`config.mk`:
```
export PLATFORM = sky130hd
export DESIGN_NAME = lane_deskew_ctrl
export DESIGN_NICKNAME = d
export VERILOG_FILES = /design/src/rtl/lane_deskew_ctrl.sv
export SDC_FILE = /design/constraint.sdc
export NUM_CORES = 1
export LEC_CHECK = 0
export CORE_AREA = 3 3 197 161
export CTS_BUF_LIST = sky130_fd_sc_hd__clkbuf_16
export DETAILED_ROUTE_END_ITERATION = 6
export DIE_AREA = 0 0 200 164
export PLACE_DENSITY = 0.83
export SYNTH_ARGS = -nofsm -noshare
export SYNTH_HDL_FRONTEND = slang
export SYNTH_SLANG_ARGS = --single-unit
export TNS_END_PERCENT = 1
```
`constraint.sdc`:
```
create_clock -name i_clock -period 37.4 [get_ports i_clock]
set_clock_uncertainty 0.2 [all_clocks]
set_input_delay 3.74 -clock i_clock [delete_from_list [all_inputs] [get_ports i_clock]]
set_output_delay 3.74 -clock i_clock [all_outputs]
set_load 0.1 [all_outputs]
```
`src/rtl/lane_deskew_ctrl.sv`:
```
// Deskew controller: timestamps per-lane AM arrival and programs each lane FIFO's compensating delay.
// Latency: strobe and delays one valid cycle after the last lane's AM; read enable/lock one valid cycle later.
// Backpressure: none; i_valid is a clock enable and every register (pulses included) holds on i_valid=0.
module lane_deskew_ctrl #(
    parameter int N_LANES        = 20,
    parameter int FIFO_DEPTH     = 20,
    parameter int NB_DELAY_COUNT = $clog2(FIFO_DEPTH),
    parameter int MAX_SKEW       = 16,
    parameter int NB_SKEW_CNT    = $clog2(MAX_SKEW + 1)
) (
    input  logic                              i_clock,
    input  logic                              i_reset,
    input  logic                              i_valid,
    input  logic                              i_enable,
    input  logic                              i_resync,
    input  logic [N_LANES-1:0]                i_am_flag,
    output logic [N_LANES-1:0]                o_set_fifo_delay,
    output logic [N_LANES*NB_DELAY_COUNT-1:0] o_read_addr,
    output logic                              o_read_enb,
    output logic                              o_deskew_done,
    output logic                              o_invalid_skew
);

    typedef enum logic [2:0] {
        ST_IDLE,
        ST_WAIT_FIRST,
        ST_COUNT,
        ST_SET,
        ST_LOCKED
    } state_t;

    localparam logic [NB_SKEW_CNT-1:0] SKEW_LIMIT = NB_SKEW_CNT'(MAX_SKEW);
    localparam logic [NB_SKEW_CNT-1:0] CNT_ONE    = NB_SKEW_CNT'(1);

    state_t                            state_q, state_d;
    logic [NB_SKEW_CNT-1:0]            counter_q, counter_d;
    logic [N_LANES-1:0]                arrived_q, arrived_d, arrived_cap;
    logic [NB_SKEW_CNT-1:0]            arrival_q   [N_LANES];
    logic [NB_SKEW_CNT-1:0]            arrival_d   [N_LANES];
    logic [NB_SKEW_CNT-1:0]            arrival_cap [N_LANES];
    logic [NB_SKEW_CNT-1:0]            last_arrival;
    logic [N_LANES*NB_DELAY_COUNT-1:0] delay_vec;

    logic [N_LANES-1:0]                set_d;
    logic [N_LANES*NB_DELAY_COUNT-1:0] addr_d;
    logic                              enb_d, done_d, inv_d;

    // Arrival capture including this cycle's flags; only first flags from a lane are timestamped.
    always_comb begin
        arrived_cap = arrived_q;
        arrival_cap = arrival_q;
        if (state_q == ST_WAIT_FIRST) begin
            arrived_cap = i_am_flag;
            for (int k = 0; k < N_LANES; k++) begin
                if (i_am_flag[k]) begin
                    arrival_cap[k] = '0;
                end
            end
        end else if (state_q == ST_COUNT) begin
            for (int k = 0; k < N_LANES; k++) begin
                if (i_am_flag[k] && !arrived_q[k]) begin
                    arrived_cap[k] = 1'b1;
                    arrival_cap[k] = counter_q;
                end
            end
        end
    end

    always_comb begin
        last_arrival = '0;
        for (int k = 0; k < N_LANES; k++) begin
            if (arrival_cap[k] > last_arrival) begin
                last_arrival = arrival_cap[k];
            end
        end
    end

    // Latest lane gets zero delay; earlier lanes are held back by how much sooner they arrived.
    always_comb begin
        logic [NB_SKEW_CNT-1:0] diff;
        diff      = '0;
        delay_vec = '0;
        for (int k = 0; k < N_LANES; k++) begin
            diff = last_arrival - arrival_cap[k];
            delay_vec[k*NB_DELAY_COUNT +: NB_DELAY_COUNT] = NB_DELAY_COUNT'(diff);
        end
    end

    always_comb begin
        state_d   = state_q;
        counter_d = counter_q;
        arrived_d = arrived_q;
        arrival_d = arrival_q;
        set_d     = '0;
        addr_d    = o_read_addr;
        enb_d     = o_read_enb;
        done_d    = o_deskew_done;
        inv_d     = 1'b0;

        if (!i_enable) begin
            state_d   = ST_IDLE;
            counter_d = '0;
            arrived_d = '0;
            arrival_d = '{default: '0};
            addr_d    = '0;
            enb_d     = 1'b0;
            done_d    = 1'b0;
        end else if (i_resync) begin
            state_d   = ST_WAIT_FIRST;
            counter_d = '0;
            arrived_d = '0;
            arrival_d = '{default: '0};
            addr_d    = '0;
            enb_d     = 1'b0;
            done_d    = 1'b0;
        end else begin
            case (state_q)
                ST_IDLE: begin
                    state_d = ST_WAIT_FIRST;
                end
                ST_WAIT_FIRST: begin
                    if (|i_am_flag) begin
                        arrived_d = arrived_cap;
                        arrival_d = arrival_cap;
                        counter_d = CNT_ONE;
                        if (&arrived_cap) begin
                            state_d = ST_SET;
                            set_d   = '1;
                            addr_d  = delay_vec;
                        end else begin
                            state_d = ST_COUNT;
                        end
                    end
                end
                ST_COUNT: begin
                    arrived_d = arrived_cap;
                    arrival_d = arrival_cap;
                    counter_d = counter_q + CNT_ONE;
                    if (&arrived_cap) begin
                        state_d = ST_SET;
                        set_d   = '1;
                        addr_d  = delay_vec;
                    end else if (counter_q >= SKEW_LIMIT) begin
                        // Spread too large: drop everything, flags on this cycle are not a new first arrival.
                        state_d   = ST_WAIT_FIRST;
                        counter_d = '0;
                        arrived_d = '0;
                        arrival_d = '{default: '0};
                        inv_d     = 1'b1;
                    end
                end
                ST_SET: begin
                    state_d = ST_LOCKED;
                    enb_d   = 1'b1;
                    done_d  = 1'b1;
                end
                ST_LOCKED: begin
                    state_d = ST_LOCKED;
                end
                default: begin
                    state_d = ST_IDLE;
                end
            endcase
        end
    end

    always_ff @(posedge i_clock or negedge i_reset) begin
        if (!i_reset) begin
            state_q <= ST_IDLE;
        end else if (i_valid) begin
            state_q <= state_d;
        end
    end

    always_ff @(posedge i_clock or negedge i_reset) begin
        if (!i_reset) begin
            counter_q        <= '0;
            arrived_q        <= '0;
            arrival_q        <= '{default: '0};
            o_set_fifo_delay <= '0;
            o_read_addr      <= '0;
            o_read_enb       <= 1'b0;
            o_deskew_done    <= 1'b0;
            o_invalid_skew   <= 1'b0;
        end else if (i_valid) begin
            counter_q        <= counter_d;
            arrived_q        <= arrived_d;
            arrival_q        <= arrival_d;
            o_set_fifo_delay <= set_d;
            o_read_addr      <= addr_d;
            o_read_enb       <= enb_d;
            o_deskew_done    <= done_d;
            o_invalid_skew   <= inv_d;
        end
    end

endmodule

```
# Yosys cells after proc, flatten, opt, wreduce, memory -nomap -nowiden
# Cells that the tools add are included.
dict set report classes {
  add_sub_neg 21
  order_cmp 21
  n_eq_ne 8
  mux 127
  n_reduce_logical 47
}
# op n
set ops {}
lappend ops {{100-bit two-way mux} 11}
lappend ops {{100-bit case mux with 2 select lines} 2}
lappend ops {{5-bit two-way mux} 65}
lappend ops {{20-bit two-way mux} 11}
lappend ops {{5-bit subtractor} 20}
lappend ops {{5-bit greater-than comparator} 19}
lappend ops {{20-bit case mux with 2 select lines} 2}
lappend ops {{1-bit two-way mux} 29}
lappend ops {{1-bit logical AND} 20}
lappend ops {{1-bit logical NOT} 20}
lappend ops {{20-bit AND reduction} 1}
lappend ops {{20-bit OR reduction} 1}
lappend ops {{3-bit two-way mux} 5}
lappend ops {{3-bit case mux with 4 select lines} 1}
lappend ops {{5-bit case mux with 2 select lines} 1}
lappend ops {{3-bit by 2-bit equality test with 1-bit output (second input constant)} 2}
lappend ops {{3-bit AND reduction} 2}
lappend ops {{5-bit by 1-bit adder with 5-bit output (second input constant)} 1}
lappend ops {{5-bit >= comparator (second input constant)} 1}
lappend ops {{5-bit by 1-bit greater-than comparator with 1-bit output (second input constant)} 1}
lappend ops {{5-bit by 3-bit != test with 1-bit output (second input constant)} 1}
lappend ops {{4-bit by 1-bit != test with 1-bit output (second input constant)} 1}
lappend ops {{4-bit by 3-bit != test with 1-bit output (second input constant)} 1}
lappend ops {{3-bit by 1-bit equality test with 1-bit output (second input constant)} 1}
lappend ops {{other kinds (5)} 5}
dict set report totals {
  reg_bits 250
  inputBits 25
  out_inout_bits 123
  word_cells 251
}

# Longest topological paths before layout
# Gate-level depths: netlist of run 1.
dict set report depth {
  ltp_word 51
  depth_mapped 158
  depth_no_buf 148
}

# Worst setup path after synthesis of run 1
# OpenSTA, ideal clock, no wires.
dict set report synth_path {
  path_kind {input-to-reg}
  from {input port i_am_flag[1]}
  to {register o_read_addr[69]}
  setup_ps 130
  arrival_ps 34767
  required_ps 37070
  slack_ps 2303
  path_stages 140
  path_buffers 9
  path_cell_list {and2_1 -> a22oi_1 -> inv_1 -> ha_1 -> nor2b_1 -> o31ai_1 -> a21o_1 -> mux2_2 -> ha_1 -> nor2b_1 -> o31ai_1 -> a21oi_1 -> clkbuf_1 -> nor2_1 -> a21oi_1 -> ha_1 -> nor2b_1 -> o31ai_1 -> [104 not listed] -> clkbuf_1 -> mux2_2 -> ha_1 -> nor2b_1 -> o21a_1 -> o21ai_0 -> nand2b_1 -> a21oi_1 -> a31oi_1 -> clkbuf_1 -> o21ai_0 -> a21oi_1 -> fa_1 -> a21o_1 -> a21oi_1 -> xnor2_1 -> xnor2_1 -> o21ai_1}
}
dict set report synth_via {
  elab_chain_len 48
  word_cells_on_any_way 56
  classes_between {add/sub: 1; order compare: 19; eq/ne: 1; mux: 31; reduce/logical: 4}
}
# item line
set synth_lines {}
lappend synth_lines {{start: declaration} 16} ;# input logic [N_LANES-1:0] i_am_flag,
lappend synth_lines {{1-bit logical AND} 61} ;# if (i_am_flag[k] && !arrived_q[k]) begin
lappend synth_lines {{5-bit two-way mux} 61}
lappend synth_lines {{100-bit two-way mux} 59} ;# end else if (state_q == ST_COUNT) begin
lappend synth_lines {{100-bit two-way mux} 52} ;# if (state_q == ST_WAIT_FIRST) begin
lappend synth_lines {{5-bit greater-than comparator} 72} ;# if (arrival_cap[k] > last_arrival) begin
lappend synth_lines {{5-bit two-way mux} 72}
lappend synth_lines {{5-bit greater-than comparator} 72}
lappend synth_lines {{5-bit two-way mux} 72}
lappend synth_lines {{[32 not listed]} n/a}
lappend synth_lines {{5-bit greater-than comparator} 72}
lappend synth_lines {{5-bit two-way mux} 72}
lappend synth_lines {{5-bit subtractor} 84} ;# diff = last_arrival - arrival_cap[k];
lappend synth_lines {{100-bit two-way mux} {126, 139}}
lappend synth_lines {{100-bit two-way mux} 122} ;# if (|i_am_flag) begin
lappend synth_lines {{100-bit case mux with 2 select lines} 117} ;# case (state_q)
lappend synth_lines {{100-bit two-way mux} 108} ;# end else if (i_resync) begin
lappend synth_lines {{100-bit two-way mux} 100} ;# if (!i_enable) begin
lappend synth_lines {{end signal: assignment} 190} ;# o_read_addr <= addr_d;
lappend synth_lines {{end: declaration} 18} ;# output logic [N_LANES*NB_DELAY_COUNT-1:0] o_read_addr,
# Several ways; a longest one is shown, not always the timed one. The select of a mux whose other input is x is not followed.
# A chain may end at the register's enable or synchronous reset.

# Worst setup path after layout of run 1
dict set report layout_path {
  from {input port i_am_flag[1]}
  to {register o_read_addr[9]}
}
# The elaborated chain is that of the path after synthesis.

==> out/qor.csv, run 1 <==
stage;metric;value;unit
setup_path;cp.depth;136;
floorplan;core_area;30000;sq um
synthesis;async_reset_ff_share;100;%
floorplan;chipHeight;164;microns
hold_path;hold_path.class;reg -> reg;
placement;pre_cts_slack;-0.223;ns
clocking;htree_levels;1;
layout;fill_cells;2430;
setup_path;path_buf_inv;11;
layout;drive_gt1_share;7.32;%
sta;tightest_slew;1.24;ns
grt;grt_util_all_layers;33.2;%
clocking;clockBufferDepth;3;
grt;grt_util_met3;7.03;%
clocking;cts_inserted_buffers;25;
synthesis;synth_seq_area_share;33.5;%
setup_path;rrSetupSlack;4.60;ns
grt;grt_max_degree;91;
setup_path;timing.rr.end;o_read_addr[9];
synthesis;synth.top_cell.area_share;33.5;%
flow_run;max_cap_violations;0;
setup_path;critPathTopFamily;compound AO/OA/AOI/OAI gates;
sta;drv_slew;0;
setup_path;crit_required;37.60;ns
grt;grt_pass1_vias;15100;
placement;io_buffers;147;
detailed_routing;drt_iter0_drc;1839;
floorplan;row_count;57;
sta;post-route-period-util;94.0;%
synthesis;yosys_warnings;0;
setup_path;r2r_start;state_q[0];
sta;fmax;28.4;MHz
synthesis;synth_largest_area_cell;dfrtp_1;
sta;layout_min_cycle_time;35.17;ns
layout;area_growth;15.6;%
grt;antenna_found_initial;0;
floorplan;die_area;32800;sq um
grt;grt.busiest_layer;met1;
floorplan;num_io_pins;148;
placement;gp_congestion;1.01;
clocking;clkLatencyLatePin;0.54;ns
clocking;root_buffer;clkbuf_16;
sta;holdWs;0.274;ns
detailed_routing;wirelength;55.0;mm
setup_path;arrival;35.36;ns
setup_path;path_max_fanout;23;
detailed_routing;num_vias;15757;
grt;grt-ovfl-total;0;
detailed_routing;drc;0;
setup_path;crit_end;o_read_addr[9];
synthesis;syn_area;17300;sq um
sta;fin_ws;2.23;ns
synthesis;netlist_top_cells_area;dfrtp_1 (33%), ha_1 (13%), a22o_1 (6.4%);
detailed_routing;via_per_inst;6.40;
sta;maxSlewHeadroom;17.2;%
synthesis;netlist_top_cells_count;nand2_1 (235), dfrtp_1 (231), o21ai_0 (189);
setup_path;crit_slowest_cell;clkdlybuf4s50_1;
floorplan;start_util;57.5;%
placement;place_hpwl;39.3;mm
detailed_routing;drtPass1Iterations;7;
layout;diodes;0;
setup_path;crit_top_cell;ha_1;
sta;hold_viol;0;
synthesis;yosysMostFrequentCell;nand2_1;
clocking;clk_pin_slew_worst_paths;0.06;ns
grt;grt_pass1_wl;85.7;mm
synthesis;ys.flop_type;dfrtp_1;
placement;placed_area;19000;sq um
setup_path;path_class;in -> reg;
synthesis;ys_seq_elements;231;
synthesis;synth_edf_count;0;
floorplan;die_x;200;microns
clocking;cts_sinks;231;
synthesis;syn_nets;2157;
synthesis;synth_cells;1935;
layout;stdcell_area;20000;sq um
clocking;cts_tree;built;
grt;gr-usage-met2;48.2;%
setup_path;cp-startpoint;i_am_flag[1];
setup_path;critical-path-max-stage-delay;0.67;ns
setup_path;reg2reg_depth;137;
synthesis;synth_cell_type_count;74;
synthesis;syn_area_per_cell;8.92;sq um
detailed_routing;antenna_left;0;
detailed_routing;route.detailed.wl_per_inst;22.3;microns
setup_path;cp-end-kind;register;
status;status;finished, final reports clean;
setup_path;cp-start-kind;primary input;
layout;nets;2253;
sta;setup_viol;0;
clocking;hold_buffers;0;
grt;grt_use_met1;50.1;%
==> per-stage QoR <==
step / setup TNS, ns / cells / util, %
after floorplan: 0 / 1935 / -
after global placement: 0 / 2415 / 63.3
after detailed placement: -3.62 / 2415 / 63.3
after CTS: 0 / 2460 / 66.0
after global routing: -0.280 / 2462 / 66.5
final: 0 / 2462 / 66.5
==> worst reg2reg max path: cells and delay by family (launching register included) <==
kind                       cells  cell delay [ns]
DFF                            1             0.33
adders and majority gates     20             6.32
buffers and inverters         11             1.96
xor gates and xnor gates       2             0.43
AOI/OAI and AO/OA             59            13.48
muxes                          6             2.26
and+or+nand+nor               39             7.70
==> cell type report <==
type                            count  area, sq um  share of cell area, %
Clock buffer                       25          626                   3.13
Clock inverter                     20          160                  0.803
Inverter                          127          477                   2.39
Multi-Input combinational cell   1469        10700                   53.5
Sequential cell                   231         5780                   29.0
Tap cell                          413          517                   2.59
Timing Repair Buffer              177         1730                   8.67
==> cell usage in the layout (no fill, tap or decap), types with 10 or more instances in the layout <==
cell type and instances:
dfrtp_1 231, ha_1 177, mux2_2 22, and3_1 26, nand3_1 33, nand2b_1 11, clkdlybuf4s50_1 145, nand2_1 235
a21o_1 67, xor2_1 25, o21ai_0 180, xnor2_1 53, a32oi_1 13, inv_1 131, o21ai_1 64, nor2_1 60
nor4b_1 10, nor4_1 10, a22o_1 127, o31ai_1 13, a21oi_1 91, a32o_1 13, a22oi_1 27, and2_1 21
clkbuf_16 25, fa_1 20, nor2b_1 27, buf_4 28
==> routing by layer <==
metal / share of wire (%) / vias up
li1: - / 7166
met2: 42 / 788
met5: 0 / -
met1: 45 / 7688
met4: 2.8 / 0
met3: 11 / 115
==> logic make-up (layout without fill, tap and decap cells) <==
group | Yosys count | in the layout | synth area share, %
AO/OA/AOI/OAI | 678 | 678 | 26.1
AND/OR/NAND/NOR | 488 | 488 | 13.5
buffers and inverters | 235 | 349 | 5.98
flip-flops | 231 | 231 | 33.5
adder cells (fa/ha/maj) | 197 | 197 | 15.1
XOR/XNOR | 78 | 78 | 3.96
multiplexers | 28 | 28 | 1.78
==> sequential cells by signal, indices dropped and copies added (netlist names) <==
register,cells
arrival_q,100
o_read_addr,100
arrived_q,20
counter_q,5
state_q,3
o_deskew_done,1
o_invalid_skew,1
o_set_fifo_delay,1
==> worst min-delay path by stage <==
stage                     from         endpoint  cells after the start
2_1_floorplan    arrival_q[59]    arrival_q[59]                      2
3_5_place_dp   o_read_addr[77]  o_read_addr[77]                      2
6_report       o_read_addr[58]  o_read_addr[58]                      2
3_3_place_gp   o_read_addr[60]  o_read_addr[60]                      2
4_1_cts        o_read_addr[70]  o_read_addr[70]                      2
5_1_grt        o_read_addr[62]  o_read_addr[62]                      2
==> what timing repair did <==
item	CTS	global route
endpoints found under the setup margin	0	100
setup buffers	0	2
resized for setup	0	37
endpoints found under the hold margin	0	0
Power of run 1 is not shown: default switching activity piles up to over one toggle a cycle in this logic, so the estimate is an artifact.
==> run 2: changes to the inputs <==
Settings changed: CORE_AREA 3 3 197 161 to 2 2 196 160, DIE_AREA 0 0 200 164 to 0 0 198 162.
==> run 2 against run 1 <==
Compared with the run above: the flow now finishes with violations (design-rule violations); die area decreased by 2.2%; global-route usage increased by 1.5 points; flip-flop and latch count unchanged; fmax decreased by 0.81%; critical endpoint is now o_read_addr[4]; highest routed layer unchanged.
==> out/qor.csv, run 2 (synthesized netlist as in run 1, its figures left out) <==
stage;metric;value;unit
setup_path;cp-end-kind;register;
detailed_routing;num_vias;15845;
clocking;cts_sinks;231;
layout;drive_gt1_share;7.64;%
detailed_routing;drtPass1Iterations;7;
grt;gr-usage-met2;49.5;%
floorplan;chipHeight;162;microns
layout;area_growth;16.3;%
grt;antenna_found_initial;0;
floorplan;die_area;32100;sq um
sta;post-route-period-util;94.8;%
placement;gp_congestion;0.999;
detailed_routing;drc;2;
layout;final_common_cell;nand2_1;
clocking;root_buffer;clkbuf_16;
clocking;clkLatencyLatePin;0.57;ns
status;violations;design-rule violations;
setup_path;rrSetupSlack;4.57;ns
layout;diodes;0;
detailed_routing;wirelength;55.2;mm
sta;holdWs;0.276;ns
placement;place_hpwl;39.4;mm
grt;grt_use_met1;53.3;%
layout;stdcell_area;20100;sq um
clocking;clk_pin_slew_worst_paths;0.06;ns
hold_path;hold_path.class;reg -> reg;
sta;hold_viol;0;
clocking;cts_inserted_buffers;26;
sta;maxSlewHeadroom;22.6;%
sta;drv_slew;0;
floorplan;num_io_pins;148;
detailed_routing;antenna_left;0;
setup_path;path_buf_inv;12;
setup_path;cp-start-kind;primary input;
floorplan;start_util;57.5;%
floorplan;row_count;57;
grt;grt-ovfl-total;0;
clocking;clockBufferDepth;3;
setup_path;arrival;35.68;ns
setup_path;critical-path-max-stage-delay;0.72;ns
floorplan;die_x;198;microns
setup_path;crit_top_cell;ha_1;
grt;grt_pass1_wl;86.5;mm
grt;grt_util_met3;6.75;%
detailed_routing;via_per_inst;6.42;
sta;tightest_slew;1.16;ns
setup_path;path_class;in -> reg;
layout;reg_top3;arrival_q x100, o_read_addr x100, arrived_q x20;
clocking;hold_buffers;0;
clocking;htree_levels;1;
layout;finalNonFillerCells;2467;
detailed_routing;route.detailed.wl_per_inst;22.4;microns
status;status;complete, but fails checks;
setup_path;crit_required;37.63;ns
setup_path;critPathTopFamily;compound AO/OA/AOI/OAI gates;
layout;nets;2258;
grt;grt_pass1_vias;14996;
flow_run;max_cap_violations;0;
floorplan;core_area;30000;sq um
grt;grt_max_degree;90;
placement;io_buffers;147;
placement;placed_area;19100;sq um
clocking;cts_tree;built;
grt;grt.busiest_layer;met1;
grt;grt_util_all_layers;34.6;%
sta;fmax;28.2;MHz
layout;layout_common_cells;nand2_1 (235), dfrtp_1 (231), o21ai_0 (184);
placement;place_inst;2420;
detailed_routing;drt_iter0_drc;1704;
sta;setup_viol;0;
sta;layout_min_cycle_time;35.45;ns
setup_path;crit_slowest_cell;clkdlybuf4s50_1;
setup_path;path_max_fanout;14;
[run 2: final timing paths]
kind                                   end            start  cells after the start
max                         o_read_addr[4]     i_am_flag[1]                    139
min                        o_read_addr[58]  o_read_addr[58]                      2
max reg2reg                 o_read_addr[4]       state_q[0]                    141
min reg2reg                o_read_addr[58]  o_read_addr[58]                      2
max in group asynchronous  o_read_addr[87]          i_reset                      2
min in group asynchronous    arrival_q[63]          i_reset                      1
[run 2: timing repair]
action                                  4_1_cts  5_1_grt
endpoints found under the setup margin        0      100
buffers inserted                              0        1
gates resized for setup                       0       31
[run 2: through the flow]
step | TNS [ns] | setup WS, ns | utilization (%)
after floorplan | 0 | 2.30 | -
after global placement | 0 | 0.624 | 63.5
after detailed placement | -2.46 | -0.265 | 63.5
after CTS | 0 | 0.107 | 66.4
after global routing | -0.495 | -0.138 | 66.9
final | 0 | 1.95 | 66.9
[run 2: worst reg2reg max path: cells and delay by family (launching register included)]
kind                       cells  cell delay [ns]
AOI/OAI and AO/OA             62            14.61
xor gates and xnor gates       2             0.41
adders and majority gates     21             6.38
buffers and inverters         13             2.05
DFF                            1             0.32
muxes                          6             2.26
and+or+nand+nor               37             6.48
[run 2: final cells by class]
type	count	area, sq um
multi-input cells	1469	10700
well taps	413	517
clock inverters	19	194
repair buffers	181	1760
flip-flops and latches	231	5780
inverters	127	477
fillers	2442	9950
clock buffers	27	676
[run 2: layer usage]
layer  vias up  share of wire, %
li1       7173                 -
met5         -                 0
met3       111                10
met2       786                41
met4         0               2.7
met1      7775                46
Power of run 2 is left out for the same reason.
